**src/rtl/dice_race_pkg.sv**
```systemverilog
// Shared types for the dice-race datapath: detector colour codes, roll FSM states
// and the colour-to-steps mapping.
package dice_race_pkg;

   typedef enum logic [1:0] {
      COLOR_NONE  = 2'd0,
      COLOR_RED   = 2'd1,
      COLOR_GREEN = 2'd2,
      COLOR_BLUE  = 2'd3
   } color_t;

   typedef enum logic [1:0] {
      S_ARMED      = 2'd0,
      S_CONFIRM    = 2'd1,
      S_ISSUE      = 2'd2,
      S_WAIT_CLEAR = 2'd3
   } roll_state_t;

   function automatic logic [1:0] color_to_steps(input color_t c);
      logic [1:0] steps;
      case (c)
         COLOR_RED:   steps = 2'd1;
         COLOR_GREEN: steps = 2'd2;
         COLOR_BLUE:  steps = 2'd3;
         default:     steps = 2'd0;
      endcase
      return steps;
   endfunction

endpackage

```
**src/rtl/dice_roll_controller.sv**
```systemverilog
// Debounces the filtered colour stream into one valid/ready move command per card,
// re-arms only once the card has left the ROI, and rotates the active player.
module dice_roll_controller
   import dice_race_pkg::*;
#(
   parameter int unsigned CONFIRM_COUNT = 4,
   parameter int unsigned CLEAR_COUNT   = 3,
   parameter int unsigned NUM_PLAYERS   = 2,
   localparam int unsigned PW = $clog2(NUM_PLAYERS)
) (
   input  logic          clk,
   input  logic          reset,
   input  logic          new_game,
   input  logic          roll_enable,
   input  logic [1:0]    stable_color,
   input  logic          result_ready,
   output logic          move_valid,
   input  logic          move_ready,
   output logic [1:0]    move_steps,
   output logic [PW-1:0] move_player,
   output logic          armed,
   output logic [1:0]    dbg_state
);

   localparam int unsigned CW = $clog2(CONFIRM_COUNT + 1);
   localparam int unsigned LW = $clog2(CLEAR_COUNT + 1);

   roll_state_t   state_q;
   color_t        cand_q;
   logic [CW-1:0] cnt_q;
   logic [LW-1:0] clr_q;
   logic [PW-1:0] player_q;
   logic [PW-1:0] player_d;
   logic          valid_q;
   logic [1:0]    steps_q;
   logic [PW-1:0] mplayer_q;
   logic          armed_q;

   color_t        color_in;
   logic          color_hit;
   logic [CW-1:0] cnt_inc;
   logic [LW-1:0] clr_inc;

   assign color_in  = color_t'(stable_color);
   assign color_hit = result_ready && (color_in != COLOR_NONE);
   assign cnt_inc   = cnt_q + CW'(1);
   assign clr_inc   = clr_q + LW'(1);
   // Wrap compare at the last player so non-power-of-2 player counts rotate correctly
   assign player_d  = (player_q == PW'(NUM_PLAYERS - 1)) ? '0 : player_q + PW'(1);

   always_ff @(posedge clk or posedge reset) begin
      if (reset) begin
         state_q   <= S_ARMED;
         cand_q    <= COLOR_NONE;
         cnt_q     <= '0;
         clr_q     <= '0;
         player_q  <= '0;
         valid_q   <= 1'b0;
         steps_q   <= 2'd0;
         mplayer_q <= '0;
         armed_q   <= 1'b1;
      end else if (new_game) begin
         // Also discards a transfer completing on this edge
         state_q   <= S_ARMED;
         cand_q    <= COLOR_NONE;
         cnt_q     <= '0;
         clr_q     <= '0;
         player_q  <= '0;
         valid_q   <= 1'b0;
         steps_q   <= 2'd0;
         mplayer_q <= '0;
         armed_q   <= 1'b1;
      end else begin
         case (state_q)
            S_ARMED: begin
               if (color_hit && roll_enable) begin
                  cand_q  <= color_in;
                  cnt_q   <= CW'(1);
                  armed_q <= 1'b0;
                  if (CONFIRM_COUNT == 1) begin
                     state_q   <= S_ISSUE;
                     valid_q   <= 1'b1;
                     steps_q   <= color_to_steps(color_in);
                     mplayer_q <= player_q;
                  end else begin
                     state_q <= S_CONFIRM;
                  end
               end
            end
            S_CONFIRM: begin
               if (!roll_enable || (result_ready && color_in == COLOR_NONE)) begin
                  state_q <= S_ARMED;
                  cnt_q   <= '0;
                  armed_q <= 1'b1;
               end else if (result_ready) begin
                  if (color_in == cand_q) begin
                     cnt_q <= cnt_inc;
                     if (cnt_inc == CW'(CONFIRM_COUNT)) begin
                        state_q   <= S_ISSUE;
                        valid_q   <= 1'b1;
                        steps_q   <= color_to_steps(cand_q);
                        mplayer_q <= player_q;
                     end
                  end else begin
                     cand_q <= color_in;
                     cnt_q  <= CW'(1);
                  end
               end
            end
            S_ISSUE: begin
               if (move_ready) begin
                  state_q  <= S_WAIT_CLEAR;
                  valid_q  <= 1'b0;
                  steps_q  <= 2'd0;
                  player_q <= player_d;
                  cnt_q    <= '0;
                  clr_q    <= '0;
               end
            end
            S_WAIT_CLEAR: begin
               if (result_ready) begin
                  if (color_in != COLOR_NONE) begin
                     clr_q <= '0;
                  end else if (clr_inc == LW'(CLEAR_COUNT)) begin
                     state_q <= S_ARMED;
                     clr_q   <= '0;
                     armed_q <= 1'b1;
                  end else begin
                     clr_q <= clr_inc;
                  end
               end
            end
            default: begin
               state_q <= S_ARMED;
               armed_q <= 1'b1;
            end
         endcase
      end
   end

   assign move_valid  = valid_q;
   assign move_steps  = steps_q;
   assign move_player = mplayer_q;
   assign armed       = armed_q;
   assign dbg_state   = state_q;

endmodule

```
**config.mk**
```make
export PLATFORM = sky130hd
export DESIGN_NAME = dice_roll_controller
export DESIGN_NICKNAME = d
export VERILOG_FILES = /design/src/rtl/dice_race_pkg.sv /design/src/rtl/dice_roll_controller.sv
export SDC_FILE = /design/constraint.sdc
export NUM_CORES = 1
export LEC_CHECK = 0
export CAP_MARGIN = 40
export CORE_UTILIZATION = 49
export CTS_CLUSTER_SIZE = 20
export DETAILED_ROUTE_END_ITERATION = 16
export DONT_BUFFER_PORTS = 1
export PLACE_DENSITY_LB_ADDON = 0.12
export SLEW_MARGIN = 20
export SYNTH_ARGS = -nofsm -noshare
export SYNTH_HDL_FRONTEND = slang
export SYNTH_SLANG_ARGS = --single-unit
```
**constraint.sdc**
```tcl
create_clock -name clk -period 2 [get_ports clk]
set_input_delay 0.4 -clock clk [delete_from_list [all_inputs] [get_ports clk]]
set_output_delay 0.4 -clock clk [all_outputs]
set_load 0.05 [all_outputs]
```
==> impl_results.md, run 1 <==
- Fin. Hold Viols: 0
- Switching pwr: between 400 and 500 uW
- #FFs+latches synth: 15
- Distinct cells, synth: 37
- DR vias/cell: approximately 6.1
- Warnings from Yosys: 0
- Buf/Inv on CP: 1
- Period utilization: 0.9743
- Commonest non-fill, non-tap cells in the layout: dfrtp_1, nor2_1, nand2_1
- CP startpoint kind: flop
- Power density cells: between 900 and 1000 nW/um2
- Critical path class: flop to flop
- Sw frac: 0.4118
- Remaining DRCs: 0
- RSZ-0062 raised after global routing: false
- Hold_ws: 52.93 ps
- Register area share after synthesis: 0.3689
- Starting Density: 0.5204
- Reg2Reg Setup Slack: roughly 51 ps
- Largest fanout on the critical path: 5
- Root Driver: clkbuf_4
- Drt first pass iters: 4
- Top delay family on crit path: compound AO/OA/AOI/OAI gates
- Starting DRT DRC Count: between 40 and 50
- Max Clock Freq: 0.5132 GHz
- DR vias: approximately 880
- Die H: ~48 um
- Reg power frac: 0.438
- Commonest non-fill, non-tap cell in the layout: dfrtp_1
- Worst path max stage delay: approximately 420 ps
- Core area: roughly 2000 um2
- H-Tree Depth: 1
- Worst Max-Slew Pin Slew: 580.1 ps
- Final Net Count: roughly 130
- Clock Path Buffers: 2
- Post-route ant nets: 0
- Worst min-delay path class: input pin to asynchronous set/reset pin
- Skew final: 0.8291 ps
- CP cell instances: ha_1, xor2_1, nand4_1, o32ai_1, buf_4, nor3b_1, a41o_1
- Fin. max-slew vios: 0
- Wirelength per Cell: 15.61 um
- CP endpoint kind: flop
- GPL Wtd Cong: around 0.85
- R2R Path End: move_steps[1]$_DFFE_PP0P_
- Horiz. Die Dim: ~48 um
- Combinational Power Share: 0.390
- Slew HR: 0.6129
- RR Startpoint: cnt_q[0]$_DFFE_PP0P_
- Post-DP HPWL: roughly 1.8 mm
- Syn Nets: between 100 and 150
- LEAKAGE: 0.4788 nW
- Synth area leaders: dfrtp_1, ha_1, nor2_1
- Synth top area share: 0.3431
- EDFF count, synth: 0
- Required time worst endpoint: 2180 ps
- Fin Setup TNS: 0 ps
- Clock sinks: 15
- Total track usage: 0.2226
- Port bufs: 0
- Post-synth top area cell: dfrtp_1
- Reg clk slew, reported paths: approximately 90 ps
- Pwr Total: around 1 mW
- Area Growth Syn to Fin: 9.804%
- FP Rows: 16
- Final setup fails: 0
- Async S/R FF share, synth: 1.000
- MaxCap Viol Count: 0
- Remaining Overflow, GRT: 0
- Worst EP arrival: between 2000 and 2500 ps
- First-pass GRT wire length: approximately 3.5 mm
- R2r worst-path depth: 7
- Synthesized area: 1021 um2
- DIE AREA: 2270 um2
- Final WL: 2.279 mm
- Boundary pin count: 15
- Worst vdd ir: about 0.63 mV
- Num CTS Buffers: 3
- Primary FF master, synth: dfrtp_1
- Worst-Skew Late Latency: around 280 ps
- Setup bufs post-CTS: 0
- Syn Area/Cell: ~9.1 um2
- Status: complete, no violations
- Mapped Cells: 112
- N_diodes: 0
- Clock share of power: 0.172
- Vias in the first global route: a little over 800
- Initial antenna violation count: 0
- CP max stage cell: dfrtp_1
- Largest net degree at the start of global routing: 17
- Layout cells sized above 1: 0.1681
- Power Internal: between 600 and 700 uW
- Tmin final: 1949 ps
- TritonCTS clock tree: done
[synth_stat cells, drive strengths merged (3+ instances only)]
master	number
nand3	5
nand2	9
nor2	10
o211ai	3
nand4	3
nor2b	3
nor4	3
nor3	4
ha	6
dfrtp	14
a21oi	6
inv	7
mux2	4
o21ai	4
[cells by family (layout without fill, tap and decap cells)]
kind of cell / count (synthesis) / count (layout) / synth area share
compound gates: 23 / 23 / 0.1618
xor+xnor: 4 / 4 / 0.03432
buf+inv: 9 / 16 / 0.03310
simple gates: 49 / 49 / 0.2610
fa+ha+maj: 6 / 6 / 0.07353
mux: 6 / 6 / 0.06740
flops: 15 / 15 / 0.3689
[timing repair]
action,4_1_cts,5_1_grt
resized for setup,0,2
hold buffers,0,0
endpoints found under the setup margin,0,6
[power groups by stage]
stage,clock [mW],combinational (mW),sequential (mW)
after floorplan,0,0.269,0.479
after global placement,0,0.381,0.455
after detailed placement,0,0.390,0.455
after CTS,0.180,0.391,0.449
after global routing,0.190,0.438,0.458
final,0.176,0.400,0.449
[registers in the layout, indices dropped and copies added, names as in the netlist]
name,cells
dbg_state,2
move_steps,2
move_player,1
clr_q,2
player_q,1
cand_q,2
armed,1
cnt_q,3
move_valid,1
[per-layer routing]
| metal | routed length (um) | up-vias | global-route usage |
|---|---|---|---|
| met5 | 0 | - | 0 |
| met4 | 25 | 0 | 0.1111 |
| met3 | 118 | 4 | 0.04151 |
| met2 | 1145 | 25 | 0.3781 |
| met1 | 990 | 429 | 0.2700 |
| li1 | - | 426 | - |
[layout make-up]
cell class,instances,area [um2]
Sequential cell,15,379.1
Inverter,7,26.28
Multi-Input combinational cell,88,618.1
Fill cell,198,840.8
Tap cell,27,33.78
Clock buffer,4,26.28
Timing Repair Buffer,5,37.54
[worst max path at each step]
stage / from / to / slack [ps] / cells past startpoint
2_1_floorplan: dbg_state[0]$_DFFE_PP0P_ / move_steps[0]$_DFFE_PP0P_ / 10 / 7
3_3_place_gp: stable_color[0] / dbg_state[0]$_DFFE_PP0P_ / 60 / 5
3_5_place_dp: stable_color[0] / dbg_state[0]$_DFFE_PP0P_ / 40 / 5
4_1_cts: dbg_state[1]$_DFFE_PP0P_ / cand_q[0]$_DFFE_PP0P_ / 50 / 5
5_1_grt: cnt_q[0]$_DFFE_PP0P_ / move_valid$_DFFE_PP0P_ / 7 / 7
6_report: cnt_q[0]$_DFFE_PP0P_ / move_steps[1]$_DFFE_PP0P_ / 50 / 7
[worst register-to-register path, delay by kind of cell (launching register included)]
kind / cells / cell delay [ps]
compound gates: 2 / 560
xor+xnor: 1 / 190
fa+ha+maj: 1 / 240
buf+inv: 1 / 200
flops: 1 / 420
simple gates: 2 / 220
[per-stage QoR]
| step | cell area (um2) | setup WS (ps) | instances | utilization |
|---|---|---|---|---|
| 2_1_floorplan | 1023 | 13.23 | 112 | - |
| 3_3_place_gp | 1087 | 57.65 | 142 | 0.5542 |
| 3_5_place_dp | 1087 | 44.68 | 142 | 0.5542 |
| 4_1_cts | 1114 | 47.09 | 146 | 0.5676 |
| 5_1_grt | 1121 | 6.848 | 146 | 0.5714 |
| 6_report | 1121 | 51.37 | 146 | 0.5714 |
Note: power is estimated with default switching activity, not from simulation.
==> run 2, diff against run 1 <==
--- a/config.mk
+++ b/config.mk
@@ -6,6 +6,7 @@
 export NUM_CORES = 1
 export LEC_CHECK = 0
 export CAP_MARGIN = 40
+export CORE_MARGIN = 3
 export CORE_UTILIZATION = 49
 export CTS_CLUSTER_SIZE = 20
 export DETAILED_ROUTE_END_ITERATION = 16
==> impl_results.md, run 2 (synthesis gave the netlist of run 1 again) <==
- Status: complete, no violations (unchanged)
- Largest fanout on the critical path: 8 (was 5)
- Tmin final: 1893 ps (was 1949 ps)
- Starting DRT DRC Count: 51 (was 41)
- N_diodes: 0 (unchanged)
- Num CTS Buffers: 3 (unchanged)
- Reg power frac: 0.433 (was 0.438)
- Period utilization: 0.9465 (was 0.9743)
- Final WL: 2.218 mm (was 2.279 mm)
- Final setup fails: 0 (unchanged)
- Skew final: 1.601 ps (was 0.8291 ps)
- # hold bufs at CTS: 0 (unchanged)
- FP Rows: 15 (was 16)
- DIE AREA: 2667 um2 (was 2270 um2)
- Worst min-delay path class: input pin to asynchronous set/reset pin (unchanged)
- Total track usage: 0.1862 (was 0.2226)
- Clock sinks: 15 (unchanged)
- DR vias/cell: 6.034 (was 6.055)
- Initial antenna violation count: 0 (unchanged)
- Critical path class: flop to flop (unchanged)
- Port bufs: 0 (unchanged)
- Wirelength per Cell: 15.09 um (was 15.61 um)
- LEAKAGE: 0.4937 nW (was 0.4788 nW)
- RSZ-0062 raised after global routing: false (unchanged)
- Layout cells sized above 1: 0.1885 (was 0.1681)
- Placement Setup Slack: 55.85 ps (was 44.68 ps)
- TritonCTS clock tree: done (unchanged)
- CP endpoint kind: flop (unchanged)
- Post-DP HPWL: 1.645 mm (was 1.751 mm)
- Fin. Hold Viols: 0 (unchanged)
- Area Growth Syn to Fin: 11.76% (was 9.804%)
- Starting Density: 0.5551 (was 0.5204)
- Combinational Power Share: 0.401 (was 0.390)
- GPL Wtd Cong: 0.8113 (was 0.8488)
- Fin worst setup slack: 107.0 ps (was 51.37 ps)
- Sw frac: 0.4085 (was 0.4118)
- Largest net degree at the start of global routing: 17 (unchanged)
- Core area: 1839 um2 (was 1962 um2)
- Fin Setup TNS: 0 ps (unchanged)
- Clock share of power: 0.166 (was 0.172)
- CP max stage cell: dfrtp_2 (was dfrtp_1)
- Horiz. Die Dim: 51.65 um (was 47.65 um)
- Worst vdd ir: 0.5644 mV (was 0.6274 mV)
- Die H: 51.65 um (was 47.65 um)
- Fin. max-slew vios: 0 (unchanged)
- Power Internal: 624.2 uW (was 603.0 uW)
- Worst-Skew Late Latency: 280 ps (about the same)
- Remaining Overflow, GRT: 0 (unchanged)
- Required time worst endpoint: 2170 ps (was 2180 ps)
- Buf/Inv on CP: 2 (was 1)
- Max Clock Freq: 0.5283 GHz (was 0.5132 GHz)
- DR vias: 887 (was 884)
- Boundary pin count: 15 (unchanged)
- Commonest non-fill, non-tap cells in the layout: dfrtp_1, nor2_1, nand2_1 (unchanged)
- Vias in the first global route: 793 (was 823)
- First-pass GRT wire length: 3.601 mm (was 3.456 mm)
- Final Net Count: 137 (was 134)
- Switching pwr: 431.0 uW (was 422.1 uW)
- Worst EP arrival: 2060 ps (was 2130 ps)
- Root Driver: clkbuf_4 (unchanged)
- MaxCap Viol Count: 0 (unchanged)
- CP startpoint kind: flop (unchanged)
- Biggest register: cnt_q (unchanged)
- Post-Route Utilization: 0.6204 (was 0.5714)
- Top delay family on crit path: flip-flops (was compound AO/OA/AOI/OAI gates)
- Remaining DRCs: 0 (unchanged)
- Worst path max stage delay: 450 ps (was 420 ps)
- Post-route ant nets: 0 (unchanged)
- Commonest non-fill, non-tap cell in the layout: dfrtp_1 (unchanged)
- Worst Max-Slew Pin Slew: 576.1 ps (was 580.1 ps)
- Slew HR: 0.6155 (was 0.6129)
- Drt first pass iters: 4 (unchanged)
- H-Tree Depth: 1 (unchanged)
- CP cell instances: inv_1, ha_1, and3_1, a221oi_1, buf_4, mux2_1 (was ha_1, xor2_1, nand4_1, o32ai_1, buf_4, nor3b_1, a41o_1)
- Clock Path Buffers: 2 (unchanged)
- Power density cells: 924.7 nW/um2 (was 914.4 nW/um2)
- Max reg flops: 3 (unchanged)
- Pwr Total: 1.055 mW (was 1.025 mW)
- Hold_ws: 53.06 ps (was 52.93 ps)
- Reg clk slew, reported paths: 90 ps (about the same)
## run 2: final timing paths
| path | startpoint | end | slack, ps | depth (start not counted) |
|---|---|---|---|---|
| setup / recovery | dbg_state[0]$_DFFE_PP0P_ | cand_q[0]$_DFFE_PP0P_ | 110 | 6 |
| hold / removal | reset | cnt_q[1]$_DFFE_PP0P_ | 50 | 1 |
| setup reg to reg | dbg_state[0]$_DFFE_PP0P_ | cand_q[0]$_DFFE_PP0P_ | 110 | 6 |
| hold reg to reg | clr_q[1]$_DFFE_PP0P_ | clr_q[1]$_DFFE_PP0P_ | 510 | 1 |
| max in group asynchronous | reset | dbg_state[0]$_DFFE_PP0P_ | 1540 | 1 |
| min in group clk | new_game | player_q$_DFFE_PP0P_ | 170 | 1 |
## run 2: area by class of cell
class,instances,area [um2]
Clock buffer,4,26.28
Fill cell,169,698.2
Inverter,7,26.28
Multi-Input combinational cell,88,618.1
Sequential cell,15,379.1
Tap cell,25,31.28
Timing Repair Buffer,8,60.06
## run 2: power by group through the flow
stage               clock (mW)  sequential (mW)  combinational [mW]
floorplan                    0            0.479               0.269
global placement             0            0.459               0.401
detailed placement           0            0.464               0.408
CTS                      0.180            0.457               0.409
global route             0.195            0.464               0.462
finish                   0.175            0.457               0.423
## run 2: per-stage QoR
stage / area [um2] / cells
after floorplan: 1023 / 112
after global placement: 1107 / 143
after detailed placement: 1107 / 143
after CTS: 1134 / 147
after global routing: 1141 / 147
final: 1141 / 147
## run 2: what timing repair did
item,4_1_cts,5_1_grt
buffers inserted,0,0
setup endpoints to repair,0,6
resized for setup,0,2
## run 2: worst register-to-register path: stages (launching register included)
cell,delay (ps)
dfrtp_2,450
inv_1,90
ha_1,220
and3_1,240
a221oi_1,290
buf_4,180
mux2_1,310
## run 2: metal layers
| layer | global-route usage | part of all wire | vias to the layer above |
|---|---|---|---|
| met3 | 0.04298 | 0.071 | 5 |
| met5 | 0 | 0 | - |
| li1 | - | - | 431 |
| met1 | 0.2513 | 0.48 | 420 |
| met2 | 0.2839 | 0.43 | 31 |
| met4 | 0.07860 | 0.013 | 0 |
